===== src/rtl/fpmul_iter_if.sv =====
// Handshake and operand/result bundle for the iterative FP multiplier.
interface fpmul_iter_if #(
  parameter int EXP_W = 8,
  parameter int MAN_W = 23
);
  localparam int W = EXP_W + MAN_W + 1;

  logic         in_valid;
  logic         in_ready;
  logic [W-1:0] a;
  logic [W-1:0] b;
  logic         rm;
  logic         out_valid;
  logic         out_ready;
  logic [W-1:0] result;
  logic [3:0]   flags;

  modport master (
    output in_valid, a, b, rm, out_ready,
    input  in_ready, out_valid, result, flags
  );

  modport slave (
    input  in_valid, a, b, rm, out_ready,
    output in_ready, out_valid, result, flags
  );
endinterface


===== src/rtl/fpmul_iter.sv =====
// Multicycle FP multiplier: radix-2 shift-add significand product,
// DAZ/FTZ, RNE or RTZ rounding, flags {invalid, overflow, underflow, inexact}.
module fpmul_iter #(
  parameter int EXP_W = 8,
  parameter int MAN_W = 23
) (
  input  logic         clk,
  input  logic         reset,
  fpmul_iter_if.slave  io
);
  localparam int W      = EXP_W + MAN_W + 1;
  localparam int SIG_W  = MAN_W + 1;
  localparam int PROD_W = 2 * SIG_W;
  localparam int E_W    = EXP_W + 2;
  localparam int CNT_W  = $clog2(SIG_W);
  localparam int BIAS   = 2 ** (EXP_W - 1) - 1;
  localparam int EMAX   = 2 ** EXP_W - 1;

  localparam logic signed [E_W-1:0] E_BIAS = E_W'(BIAS);
  localparam logic signed [E_W-1:0] E_MAX  = E_W'(EMAX);
  localparam logic signed [E_W-1:0] E_ONE  = E_W'(1);
  localparam logic signed [E_W-1:0] E_ZERO = '0;
  localparam logic [W-1:0] QNAN = {1'b0, {EXP_W{1'b1}}, 1'b1, {(MAN_W-1){1'b0}}};

  typedef enum logic [2:0] {IDLE, MUL, NORM, ROUND, DONE} state_t;

  state_t                  state_q, state_d;
  logic [CNT_W-1:0]        cnt_q, cnt_d;
  logic [PROD_W-1:0]       acc_q, acc_d;
  logic [SIG_W-1:0]        mcand_q, mcand_d;
  logic [SIG_W-1:0]        mplier_q, mplier_d;
  logic signed [E_W-1:0]   e_q, e_d;
  logic                    sign_q, sign_d;
  logic                    rm_q, rm_d;
  logic [W-1:0]            result_q, result_d;
  logic [3:0]              flags_q, flags_d;
  logic                    in_ready_q, in_ready_d;
  logic                    out_valid_q, out_valid_d;

  // operand fields and classes
  logic [EXP_W-1:0] ea, eb;
  logic [MAN_W-1:0] fa, fb;
  logic             sign_ab;
  logic             a_nan, b_nan, a_snan, b_snan, a_inf, b_inf, a_zero, b_zero;
  logic             special;
  logic [W-1:0]     spec_res;
  logic             spec_inv;
  logic signed [E_W-1:0] e_sum;

  assign ea      = io.a[W-2 -: EXP_W];
  assign eb      = io.b[W-2 -: EXP_W];
  assign fa      = io.a[MAN_W-1:0];
  assign fb      = io.b[MAN_W-1:0];
  assign sign_ab = io.a[W-1] ^ io.b[W-1];

  // Exponent fields of zero cover both true zero and subnormals (DAZ).
  assign a_nan  = (&ea) & (|fa);
  assign b_nan  = (&eb) & (|fb);
  assign a_snan = a_nan & ~fa[MAN_W-1];
  assign b_snan = b_nan & ~fb[MAN_W-1];
  assign a_inf  = (&ea) & ~(|fa);
  assign b_inf  = (&eb) & ~(|fb);
  assign a_zero = ~(|ea);
  assign b_zero = ~(|eb);
  assign special = a_nan | b_nan | a_inf | b_inf | a_zero | b_zero;
  assign e_sum = $signed({2'b00, ea}) + $signed({2'b00, eb}) - E_BIAS;

  // Special-case result, priority NaN > 0*inf > inf > zero.
  always_comb begin
    spec_res = {sign_ab, {(W-1){1'b0}}};
    spec_inv = 1'b0;
    if (a_nan | b_nan) begin
      spec_res = QNAN;
      spec_inv = a_snan | b_snan;
    end else if ((a_inf & b_zero) | (a_zero & b_inf)) begin
      spec_res = QNAN;
      spec_inv = 1'b1;
    end else if (a_inf | b_inf) begin
      spec_res = {sign_ab, {EXP_W{1'b1}}, {MAN_W{1'b0}}};
    end
  end

  // One shift-add step: add multiplicand into the upper half, shift right.
  logic [SIG_W:0]    mul_sum;
  logic [PROD_W-1:0] mul_acc;
  always_comb begin
    mul_sum = {1'b0, acc_q[PROD_W-1:SIG_W]} + (mplier_q[0] ? {1'b0, mcand_q} : '0);
    mul_acc = {mul_sum, acc_q[SIG_W-1:1]};
  end

  // Rounding and range check on the normalised product (MSB at PROD_W-1).
  logic [MAN_W-1:0]      frac_t, frac_f;
  logic [MAN_W:0]        frac_r;
  logic                  g_bit, r_bit, s_bit, rnd_inc, inexact;
  logic signed [E_W-1:0] e_r;
  logic [W-1:0]          rnd_res;
  logic [3:0]            rnd_flags;
  always_comb begin
    frac_t  = acc_q[PROD_W-2 -: MAN_W];
    g_bit   = acc_q[PROD_W-2-MAN_W];
    r_bit   = acc_q[PROD_W-3-MAN_W];
    s_bit   = |acc_q[PROD_W-4-MAN_W:0];
    inexact = g_bit | r_bit | s_bit;
    rnd_inc = ~rm_q & g_bit & (r_bit | s_bit | frac_t[0]);
    frac_r  = {1'b0, frac_t} + {{MAN_W{1'b0}}, rnd_inc};
    e_r     = frac_r[MAN_W] ? e_q + E_ONE : e_q;
    frac_f  = frac_r[MAN_W] ? '0 : frac_r[MAN_W-1:0];
    if (e_r >= E_MAX) begin
      rnd_res   = rm_q ? {sign_q, {(EXP_W-1){1'b1}}, 1'b0, {MAN_W{1'b1}}}
                       : {sign_q, {EXP_W{1'b1}}, {MAN_W{1'b0}}};
      rnd_flags = 4'b0101;
    end else if (e_r <= E_ZERO) begin
      rnd_res   = {sign_q, {(W-1){1'b0}}};
      rnd_flags = 4'b0011;
    end else begin
      rnd_res   = {sign_q, e_r[EXP_W-1:0], frac_f};
      rnd_flags = {3'b000, inexact};
    end
  end

  // Next-state and next-register values for the control FSM.
  always_comb begin
    state_d     = state_q;
    cnt_d       = cnt_q;
    acc_d       = acc_q;
    mcand_d     = mcand_q;
    mplier_d    = mplier_q;
    e_d         = e_q;
    sign_d      = sign_q;
    rm_d        = rm_q;
    result_d    = result_q;
    flags_d     = flags_q;
    in_ready_d  = in_ready_q;
    out_valid_d = out_valid_q;
    case (state_q)
      IDLE: begin
        if (io.in_valid) begin
          sign_d     = sign_ab;
          rm_d       = io.rm;
          in_ready_d = 1'b0;
          if (special) begin
            state_d     = DONE;
            result_d    = spec_res;
            flags_d     = {spec_inv, 3'b000};
            out_valid_d = 1'b1;
          end else begin
            state_d  = MUL;
            cnt_d    = '0;
            acc_d    = '0;
            mcand_d  = {1'b1, fa};
            mplier_d = {1'b1, fb};
            e_d      = e_sum;
          end
        end
      end
      MUL: begin
        acc_d    = mul_acc;
        mplier_d = {1'b0, mplier_q[SIG_W-1:1]};
        if (cnt_q == CNT_W'(MAN_W)) begin
          cnt_d   = '0;
          state_d = NORM;
        end else begin
          cnt_d = cnt_q + CNT_W'(1);
        end
      end
      NORM: begin
        // Product of two [1,2) significands lies in [1,4): at most one shift.
        if (acc_q[PROD_W-1]) e_d = e_q + E_ONE;
        else                 acc_d = {acc_q[PROD_W-2:0], 1'b0};
        state_d = ROUND;
      end
      ROUND: begin
        result_d    = rnd_res;
        flags_d     = rnd_flags;
        out_valid_d = 1'b1;
        state_d     = DONE;
      end
      DONE: begin
        if (io.out_ready) begin
          out_valid_d = 1'b0;
          in_ready_d  = 1'b1;
          state_d     = IDLE;
        end
      end
      default: begin
        state_d     = IDLE;
        in_ready_d  = 1'b1;
        out_valid_d = 1'b0;
      end
    endcase
  end

  // State and datapath registers; reset aborts any operation in flight.
  always_ff @(posedge clk or negedge reset) begin
    if (!reset) begin
      state_q     <= IDLE;
      cnt_q       <= '0;
      acc_q       <= '0;
      mcand_q     <= '0;
      mplier_q    <= '0;
      e_q         <= '0;
      sign_q      <= 1'b0;
      rm_q        <= 1'b0;
      result_q    <= '0;
      flags_q     <= '0;
      in_ready_q  <= 1'b1;
      out_valid_q <= 1'b0;
    end else begin
      state_q     <= state_d;
      cnt_q       <= cnt_d;
      acc_q       <= acc_d;
      mcand_q     <= mcand_d;
      mplier_q    <= mplier_d;
      e_q         <= e_d;
      sign_q      <= sign_d;
      rm_q        <= rm_d;
      result_q    <= result_d;
      flags_q     <= flags_d;
      in_ready_q  <= in_ready_d;
      out_valid_q <= out_valid_d;
    end
  end

  assign io.in_ready  = in_ready_q;
  assign io.out_valid = out_valid_q;
  assign io.result    = result_q;
  assign io.flags     = flags_q;
endmodule


===== src/flat_wrapper.sv =====
// flat-port wrapper written by rule: the top's interface ports become plain ports
module fpmul_iter_flat 
#(
  parameter int EXP_W = 8,
  parameter int MAN_W = 23
)
  (clk, reset, io_in_valid, io_a, io_b, io_rm, io_out_ready, io_in_ready, io_out_valid, io_result, io_flags);
  fpmul_iter_if #(.EXP_W(EXP_W), .MAN_W(MAN_W)) io_i ();
  input  logic clk;
  input  logic reset;
  input wire logic [$bits(io_i.in_valid)-1:0] io_in_valid;
  input wire logic [$bits(io_i.a)-1:0] io_a;
  input wire logic [$bits(io_i.b)-1:0] io_b;
  input wire logic [$bits(io_i.rm)-1:0] io_rm;
  input wire logic [$bits(io_i.out_ready)-1:0] io_out_ready;
  output wire logic [$bits(io_i.in_ready)-1:0] io_in_ready;
  output wire logic [$bits(io_i.out_valid)-1:0] io_out_valid;
  output wire logic [$bits(io_i.result)-1:0] io_result;
  output wire logic [$bits(io_i.flags)-1:0] io_flags;
  assign io_i.in_valid = io_in_valid;
  assign io_i.a = io_a;
  assign io_i.b = io_b;
  assign io_i.rm = io_rm;
  assign io_i.out_ready = io_out_ready;
  assign io_in_ready = io_i.in_ready;
  assign io_out_valid = io_i.out_valid;
  assign io_result = io_i.result;
  assign io_flags = io_i.flags;
  fpmul_iter #(.EXP_W(EXP_W), .MAN_W(MAN_W)) u_core (.clk(clk), .reset(reset), .io(io_i));
endmodule

===== config.mk =====
export PLATFORM = sky130hd
export DESIGN_NAME = fpmul_iter_flat
export DESIGN_NICKNAME = d
export VERILOG_FILES = /design/src/rtl/fpmul_iter_if.sv /design/src/rtl/fpmul_iter.sv /design/src/flat_wrapper.sv
export SDC_FILE = /design/constraint.sdc
export NUM_CORES = 1
export LEC_CHECK = 0
export ABC_AREA = 1
export BUFFER_PORTS_ARGS = -buffer_cell sky130_fd_sc_hd__buf_2
export CAP_MARGIN = 20
export CORE_UTILIZATION = 52
export DETAILED_ROUTE_END_ITERATION = 8
export GPL_TIMING_DRIVEN = 0
export PLACE_DENSITY = 0.83
export SKIP_CTS_REPAIR_TIMING = 1
export SLEW_MARGIN = 10
export SYNTH_ARGS = -nofsm -noshare
export SYNTH_HDL_FRONTEND = slang
export SYNTH_SLANG_ARGS = --single-unit

===== constraint.sdc =====
create_clock -name clk -period 3.85 [get_ports clk]
set_input_delay 0.385 -clock clk [delete_from_list [all_inputs] [get_ports clk]]
set_output_delay 0.385 -clock clk [all_outputs]
set_load 0.005 [all_outputs]

# After elaboration in Yosys (flattened, before gate mapping)
# Index checks and enable logic that the tools add are counted.
# totals
ff_bits,154
in_bits,69
out_inout_bits,38
wordCells,136
# classes
n_addsub,6
n_lt_le_gt_ge,2
eq_ne,12
muxes,46
bitwise_logic,33
n_reduce_logical,24
# ops
operator,n
2-to-1 mux 48 bit,3
one-hot mux 48 bit (3 select lines),1
2-to-1 mux 32 bit,4
2-to-1 mux 24 bit,4
2-to-1 mux 31 bit,3
one-hot mux 32 bit (2 select lines),1
one-hot mux 24 bit (2 select lines),1
OR reduction 23 bit,2
2-to-1 mux 10 bit,4
adder 24 x 25 -> 25 bit,1
adder 23 x 1 -> 24 bit,1
2-to-1 mux 23 bit,1
OR reduction 22 bit,1
one-hot mux 10 bit (2 select lines),1
AND reduction 3 bit,6
AND reduction 8 bit,2
OR reduction 8 bit,2
2-to-1 mux 5 bit,3
one-hot mux 3 bit (5 select lines),1
2-to-1 mux 3 bit,4
2-to-1 mux 4 bit,3
bitwise OR 1 bit,12
AND reduction 4 bit,3
"adder 10 x 2 -> 10 bit, second input constant",1
26 further kinds,58

# Depth between registers and ports, before layout
# Gate-level depths: netlist (run 1).
# depth
ltp_word,10
mapped_depth,19
depth_no_buf,19

# Worst setup path before layout (run 1)
# OpenSTA, ideal clock, no wires.
# synth_timing
kind,register -> register
startpoint,register u_core.mplier_q[0]
endpoint,register u_core.acc_q[34]
setup_time_ns,0.138
arrival_time_ns,2.190
required_time_ns,3.712
slack_ns,1.522
stages_incl_launch_ff,13
n_path_buf,2
synth_period_minus_slack_ns,2.328
cell_sequence,dfrtp_1 -> clkbuf_1 -> clkbuf_1 -> nand2_1 -> inv_1 -> ha_1 -> a21oi_1 -> o21ai_0 -> a21oi_1 -> o21ai_0 -> a21oi_1 -> xor2_1 -> o211ai_1
# synth_between
elab_chain_len,3
# synth_lines
element,line,rtl
start: declaration,fpmul_iter.sv:31,"logic [SIG_W-1:0] mplier_q, mplier_d;"
start signal: assignment,fpmul_iter.sv:213,mplier_q <= mplier_d;
2-to-1 mux 24 bit,fpmul_iter.sv:87,"mul_sum = {1'b0, acc_q[PROD_W-1:SIG_W]} + (mplier_q[0] ? {1'b0, mcand_q} : '0);"
adder 24 x 25 -> 25 bit,fpmul_iter.sv:87,
one-hot mux 48 bit (3 select lines),fpmul_iter.sv:135,case (state_q)
end signal: assignment,fpmul_iter.sv:198,acc_q <= '0;
end signal: assignment,fpmul_iter.sv:211,acc_q <= acc_d;
end: declaration,fpmul_iter.sv:29,"logic [PROD_W-1:0] acc_q, acc_d;"
# No other way between the ends.
# A chain may end at the register's enable or synchronous reset.

# Final worst setup path (run 1)
# layout_timing
startpoint,register u_core.mplier_q[0]
endpoint,register u_core.acc_q[44]
# The elaborated chain is that of the path after synthesis.

==> impl_results.md, run 1 <==
* Syn Area/Cell at 7.14 um2
* Min-Delay Path Class: input port to flop
* Synthesized flop and latch total at 154
* Clk sinks at 154
* Area share of the largest cell type after synthesis at 38.5%
* Multi-input gate area at 0.00526 mm2
* Layout area overhead at 15.4%
* CP required at 4.15 ns
* Vert. Die Dim at 140 um
* Sw Ratio at 45.0%
* Arr. time, crit path at 3.18 ns
* Vias in the first global route at 8837
* Min-Delay Path Depth at 3
* Wire length per cell at 14.1 um
* Routed via count at 9547
* Setup TNS at 0 ns
* Fillers at 1634
* Most common cell in the netlist: nand2_1
* Post-DP HPWL at 19.3 mm
* Largest family of logic cells by synthesized area: simple AND/OR/NAND/NOR gates
* Int Power at 5.21 mW
* Adder-cell share of the synthesized area at 4.94%
* CTS Buffer Depth at 2
* Min cycle time layout at 2.88 ns
* Maximum vdd drop at 0.000457 V
* Pre-Repair DR Iteration Count at 6
* Post-Synthesis Cells at 1392
* Die width at 140 um
* # nets final at 1626
* Ant diodes at 0
* Main flop type after synthesis: dfrtp_1
* Global-route wire length before repair at 41.5 mm
* Combinational power share at 48.5%
* Simple-gate share of the synthesized area at 31.9%
* Storage cell area at 0.00385 mm2
* RSZ-0062 raised after global routing: no
* Flop2flop setup slack at 0.97 ns
* Largest area contributor in the netlist: dfrtp_1
* Initial DRC count at 651
* Post-Synth XOR/XNOR Area at 2.12%
* Number of CTS-inserted buffers at 17
* Final Hold Vio Count at 0
* Tightest Pin Transition at 0.736 ns
* Worst relative slew slack at 50.8%
* Max-cap violations at 0
* Yosys warning count at 0
* Post-synthesis sequential area ratio at 38.8%
* Fin crit share at 74.8%
* Crit Path Max Fanout at 10
* Pwr dens at 827 mW/mm2
* Flop pwr share at 31.9%
* Final setup vio count at 0
* Status: finished, final reports clean
* Row count at 50
* Vias per cell at 5.41
* Commonest cells in the netlist: nand2_1 (386), nor2_1 (167), inv_1 (154)
* Compound-Gate Fraction of Synth Area at 14.0%
* Port bufs at 106
* ANT nets after route at 0
* Gpl congestion at 0.948
* Number of synthesized flops with an enable pin at 0
* Startpoint Class: flop
* Multiplexer share of the synthesized area at 0%
* Initial antenna violation count at 0
* Unique masters post-synth at 52
* Leakage power at 6.05 nW
* Core area at 0.0187 mm2
* CTS tree: yes
* H-tree levels at 4
* Hold WS at 0.164 ns
* Die footprint at 0.0197 mm2
* Clock share of power at 19.6%
* Leading post-synthesis cells by cell area: dfrtp_1 (39%), nand2_1 (15%), nor2_1 (6.3%)
* IO Pins at 107
* Post-Syn Area at 0.00993 mm2
* Root buf cell: clkbuf_16
* Grt total ovfl at 0
* Top achievable clock speed at 347 MHz
* Syn Nets at 1499
* R2R depth at 13
* Async SR Flop Fraction at 100%
* NetSw at 4.27 mW
* Worst-path clk slew at 0.06 ns
* Setup Crit Path Kind: flop to flop
* Final max-slew violation count at 0
* Ratio of cells with drive above 1 in the final layout at 12.5%
* Total GRT Usage at 26.2%
* Largest net degree at the start of global routing at 91
* Final Routed Wirelength at 24.9 mm
* Skew final at 0.00632 ns
* Clk_lat worst skew at 0.43 ns
* CP endpoint kind: flop
* Initial core utilization at 53.1%
* # DRC at 0
-- cells in the final DEF, fill, tap and decap left out, types with 4 or more instances in the layout --
master     count
nand4_1       32
buf_2        112
bufinv_16      5
o22ai_1       26
clkbuf_16     17
clkinv_1       4
a22oi_1       27
nand2_1      386
o21ai_0       71
dfrtp_1      153
nand3b_1       7
nor4_1         6
clkbuf_1      31
nand2_2        5
nor2_1       167
a31oi_1        4
inv_1        154
xor2_1        16
a21o_1         5
or2_2         14
nor3_1        13
a21oi_1       57
ha_1          36
xnor2_1        8
o211ai_1      15
o21bai_1       5
inv_2          6
nand3_1       93
-- layout make-up --
class                   count  share of cell area [%]
inverters                 164                    5.37
plain buffers              44                    1.81
clock inverters            13                    1.89
multi-input cells        1030                    45.9
clock buffers              18                    3.83
well taps                 234                    2.55
flip-flops and latches    154                    33.6
repair buffers            108                    5.04
-- cells by family after synthesis --
logic type | after synthesis
simple gates | 738
compound gates | 230
buf+inv | 208
flops | 154
fa+ha+maj | 38
xor+xnor | 24
-- through the flow --
stage / setup slack (ns) / power (mW) / instances / area (um2) / utilization (%)
final: 0.971 / 9.48 / 1765 / 11500 / 61.3
after global routing: 0.655 / 10.3 / 1765 / 11500 / 61.3
after CTS: 1.01 / 9.44 / 1764 / 11400 / 61.2
after detailed placement: 1.02 / 7.55 / 1733 / 10800 / 57.7
after global placement: 0.205 / 7.39 / 1732 / 10800 / 57.5
after floorplan: 1.52 / 6.19 / 1392 / 9930 / -
-- power by group through the flow --
stage          Combinational, mW  Sequential, mW  Clock [mW]
2_1_floorplan               3.33            2.86           0
3_3_place_gp                4.41            2.98           0
3_5_place_dp                4.53            3.02           0
4_1_cts                     4.57            3.00        1.87
5_1_grt                     5.22            3.12        1.93
6_report                    4.60            3.02        1.86
-- final timing paths --
check / start / to
setup / recovery: u_core.mplier_q[0] / u_core.acc_q[44]
hold / removal: io_a[3] / u_core.mcand_q[3]
setup reg to reg: u_core.mplier_q[0] / u_core.acc_q[44]
hold reg to reg: u_core.io.flags[0] / u_core.io.flags[0]
max in group asynchronous: reset / u_core.mcand_q[9]
min in group asynchronous: reset / u_core.io.result[26]
-- metal layers --
| metal | part of all wire, % | vias to the layer above | GRT usage, % |
|---|---|---|---|
| met5 | 0 | - | 0 |
| met4 | 2.1 | 0 | 9.37 |
| met3 | 5.3 | 37 | 3.79 |
| met2 | 46 | 259 | 42.7 |
| met1 | 47 | 4412 | 35.7 |
| li1 | - | 4839 | - |
-- critical path, cell delays in order, from the launching register on --
cell and delay, ns:
dfrtp_1 0.32, clkbuf_1 0.28, clkbuf_1 0.36, nand2_1 0.11, inv_1 0.08, ha_1 0.29, a21oi_1 0.24, o21ai_0 0.14
a21oi_1 0.23, inv_1 0.16, nand3_1 0.10, nand3_1 0.09, o21ai_0 0.24, nand3_1 0.10
-- sequential cells by signal (all words and copies together), names as in the netlist --
| signal | cells |
|---|---|
| u_core.cnt_q | 5 |
| u_core.io.out_valid | 1 |
| u_core.state_q | 3 |
| u_core.rm_q | 1 |
| u_core.mplier_q | 24 |
| u_core.io.flags | 4 |
| u_core.sign_q | 1 |
| u_core.mcand_q | 24 |
| u_core.acc_q | 48 |
| u_core.e_q | 10 |
| u_core.io.in_ready | 1 |
| u_core.io.result | 32 |
No activity file was read; power rests on OpenSTA's default activity.
==> run 2: changes to the inputs <==
PLACE_DENSITY = 0.86   (was 0.83)
clock period = 2.6 ns   (was 3.85 ns; I/O delays follow)
==> run 2 against run 1 <==
Against the previous run: register-to-register slack got worse by 0.92 ns; sequential share of layout area is 0.086 points lower; non-clock buffer count is 6 higher; worst setup slack worse by 0.92 ns; critical path depth is 1 higher; clock power increased by 32%; sequential power grew 49%; final area grew 0.84%; global-route usage increased by 0.87 points; critical path type unchanged; largest cell class unchanged; largest power group unchanged.
==> impl_results.md, run 2 (synthesized netlist as in run 1, its figures left out) <==
* Clk sinks at 154 (unchanged)
* Status: finished, final reports clean
* Int Power at 7.45 mW (+43%)
* Initial core utilization at 53.1% (unchanged)
* Final Non-Filler Cells at 1772 (+0.40%)
* IO Pins at 107 (unchanged)
* Setup Crit Path Kind: flop to flop
* # nets final at 1632 (+0.37%)
* Initial antenna violation count at 0 (unchanged)
* Most frequent cells in the layout: nand2_1 (386), nor2_1 (162), inv_1 (153), dfrtp_1 (135), buf_2 (111)
* Ratio of cells with drive above 1 in the final layout at 15.7% (+3.3 points)
* Top achievable clock speed at 392 MHz (+13%)
* Final max-slew violation count at 0 (unchanged)
* Arr. time, crit path at 2.86 ns (-0.32 ns)
* Core area at 0.0187 mm2 (unchanged)
* Grt total ovfl at 0 (unchanged)
* Max-cap violations at 0 (unchanged)
* Clock share of power at 17.5% (-2.1 points)
* Crit Path Max Fanout at 10 (unchanged)
* Number of CTS-inserted buffers at 17 (unchanged)
* Die width at 140 um (unchanged)
* Pwr dens at 1210 mW/mm2 (+47%)
* Clk_lat worst skew at 0.44 ns (about the same)
* Sw Ratio at 46.9% (+1.8 points)
* Row count at 50 (unchanged)
* Port bufs at 106 (unchanged)
* Final setup vio count at 0 (unchanged)
* Vias per cell at 5.48 (+1.2%)
* Met2 Usage GRT at 43.8% (+1.1 points)
* Flop2flop setup slack at 0.05 ns (-0.92 ns)
* Wire length per cell at 14.7 um (+4.4%)
* Total GRT Usage at 27.1% (+0.87 points)
* Commonest non-fill, non-tap cell in the layout: nand2_1
* R2R depth at 14 (+1)
* Root buf cell: clkbuf_16
* Flop pwr share at 32.2% (+0.3 points)
* Leakage power at 6.04 nW (-0.10%)
* Worst relative slew slack at 44.4% (-6.4 points)
* Layout area overhead at 16.3%
* Final Hold Vio Count at 0 (unchanged)
* Maximum vdd drop at 0.000664 V (+45%)
* Max reg flops at 48 (unchanged)
* Min-Delay Path Depth at 3 (unchanged)
* Tightest Pin Transition at 0.831 ns (+0.0952 ns)
* Combinational power share at 50.3% (+1.8 points)
* Startpoint Class: flop
* CP startpoint: u_core.mplier_q[0]
* GRT Max-Usage Layer: met2
* Vert. Die Dim at 140 um (unchanged)
* R2R Path End: u_core.acc_q[42]
* Routed via count at 9703 (+1.6%)
* Min-Delay Path Class: input port to flop
* Reg with most FFs: u_core.acc_q
* Min cycle time layout at 2.55 ns (-0.330 ns)
* Met1 Use GR at 37.2% (+1.5 points)
* Critical R2R Launch: u_core.mplier_q[0]
* CP required at 2.91 ns (-1.24 ns)
* Die footprint at 0.0197 mm2 (unchanged)
* Ant diodes at 0 (unchanged)
* Hold Path Sink: u_core.mcand_q[3]
* Pre-Repair DR Iteration Count at 7 (+1)
* # DRC at 0 (unchanged)
* Post-DP HPWL at 19.7 mm (+1.8%)
* Final Routed Wirelength at 26.1 mm (+4.8%)
* Placed Cells at 1733 (unchanged)
* Fillers at 1666 (+2.0%)
* Fin crit share at 98.0% (+23 points)
* Gpl congestion at 0.988 (+4.2%)
* NetSw at 6.58 mW (+54%)
* Skew final at 0.0107 ns (+0.00438 ns)
* Largest net degree at the start of global routing at 79 (-13%)
* Worst Hold Launch: io_a[3]
* GR Util met3 at 5.03% (+1.2 points)
* Vias in the first global route at 8894 (+0.65%)
* Worst-path clk slew at 0.07 ns (about the same)
* RSZ-0062 raised after global routing: yes
* ANT nets after route at 0 (unchanged)
* Hold WS at 0.0650 ns (-0.0988 ns)
* Initial DRC count at 843 (+29%)
* CTS tree: yes
* H-tree levels at 4 (unchanged)
* CP endpoint kind: flop
* Global-route wire length before repair at 42.7 mm (+2.9%)
* CTS Buffer Depth at 2 (unchanged)
-- run 2: changes by cell type in the layout (fill, tap and decap cells not counted), moves of 5 or more --
cell	change
a21oi_1	-7
dfrtp_2	+18
o21ai_0	-7
o21ai_1	+7
a21oi_2	+6
dfrtp_1	-18
nor2_2	+5
buf_4	+9
nor2_1	-5
inv_6	+5
-- run 2: power groups by stage --
stage | logic (mW) | clock network, mW | registers, mW
after floorplan | 4.93 | 0 | 4.24
after global placement | 6.52 | 0 | 4.40
after detailed placement | 6.72 | 0 | 4.46
after CTS | 6.80 | 2.46 | 4.43
after global routing | 7.91 | 2.59 | 4.66
final | 7.06 | 2.46 | 4.51
-- run 2: how the worst max path moves through the flow --
stage / to / cells after the start
floorplan: u_core.acc_q[34] / 12
global placement: u_core.io.result[27] / 1
detailed placement: u_core.acc_q[36] / 12
CTS: u_core.acc_q[36] / 12
global route: u_core.acc_q[36] / 11
finish: u_core.acc_q[42] / 14
-- run 2: stage by stage --
step | total power, mW | worst slack (ns) | cell area, um2 | utilization, % | setup TNS, ns
2_1_floorplan | 9.17 | 0.272 | 9930 | - | 0
3_3_place_gp | 10.9 | -0.915 | 10800 | 57.5 | -142.02
3_5_place_dp | 11.2 | -0.399 | 10800 | 57.7 | -5.27
4_1_cts | 13.7 | -0.443 | 11400 | 60.8 | -4.27
5_1_grt | 15.2 | -0.0581 | 11600 | 61.8 | -0.302
6_report | 14.0 | 0.0518 | 11600 | 61.8 | 0
-- run 2: per-layer routing --
layer	wire length (um)	share of wire [%]
met3	1640	6.3
met1	11900	46
met4	352	1.3
met2	12200	47
met5	0	0
-- run 2: layout make-up --
class	instances	area, um2	share of cell area, %
clock buffer	17	425	3.68
clock inverter	15	153	1.32
tap	234	293	2.53
buffer	43	215	1.86
inverter	164	616	5.33
timing repair buffer	115	631	5.46
multi-input combinational	1030	5350	46.3
sequential	154	3880	33.6
-- run 2: worst max-delay path, cell delays in order (launching register included) --
cell     delay (ns)
dfrtp_2        0.47
buf_4          0.20
nand2_1        0.07
inv_1          0.04
ha_1           0.36
nand2_1        0.07
inv_1          0.12
nand3_1        0.15
nor2_2         0.20
nand4_1        0.16
nand3_2        0.16
a21o_1         0.14
a21oi_1        0.06
o21ai_0        0.12
nand3_1        0.10
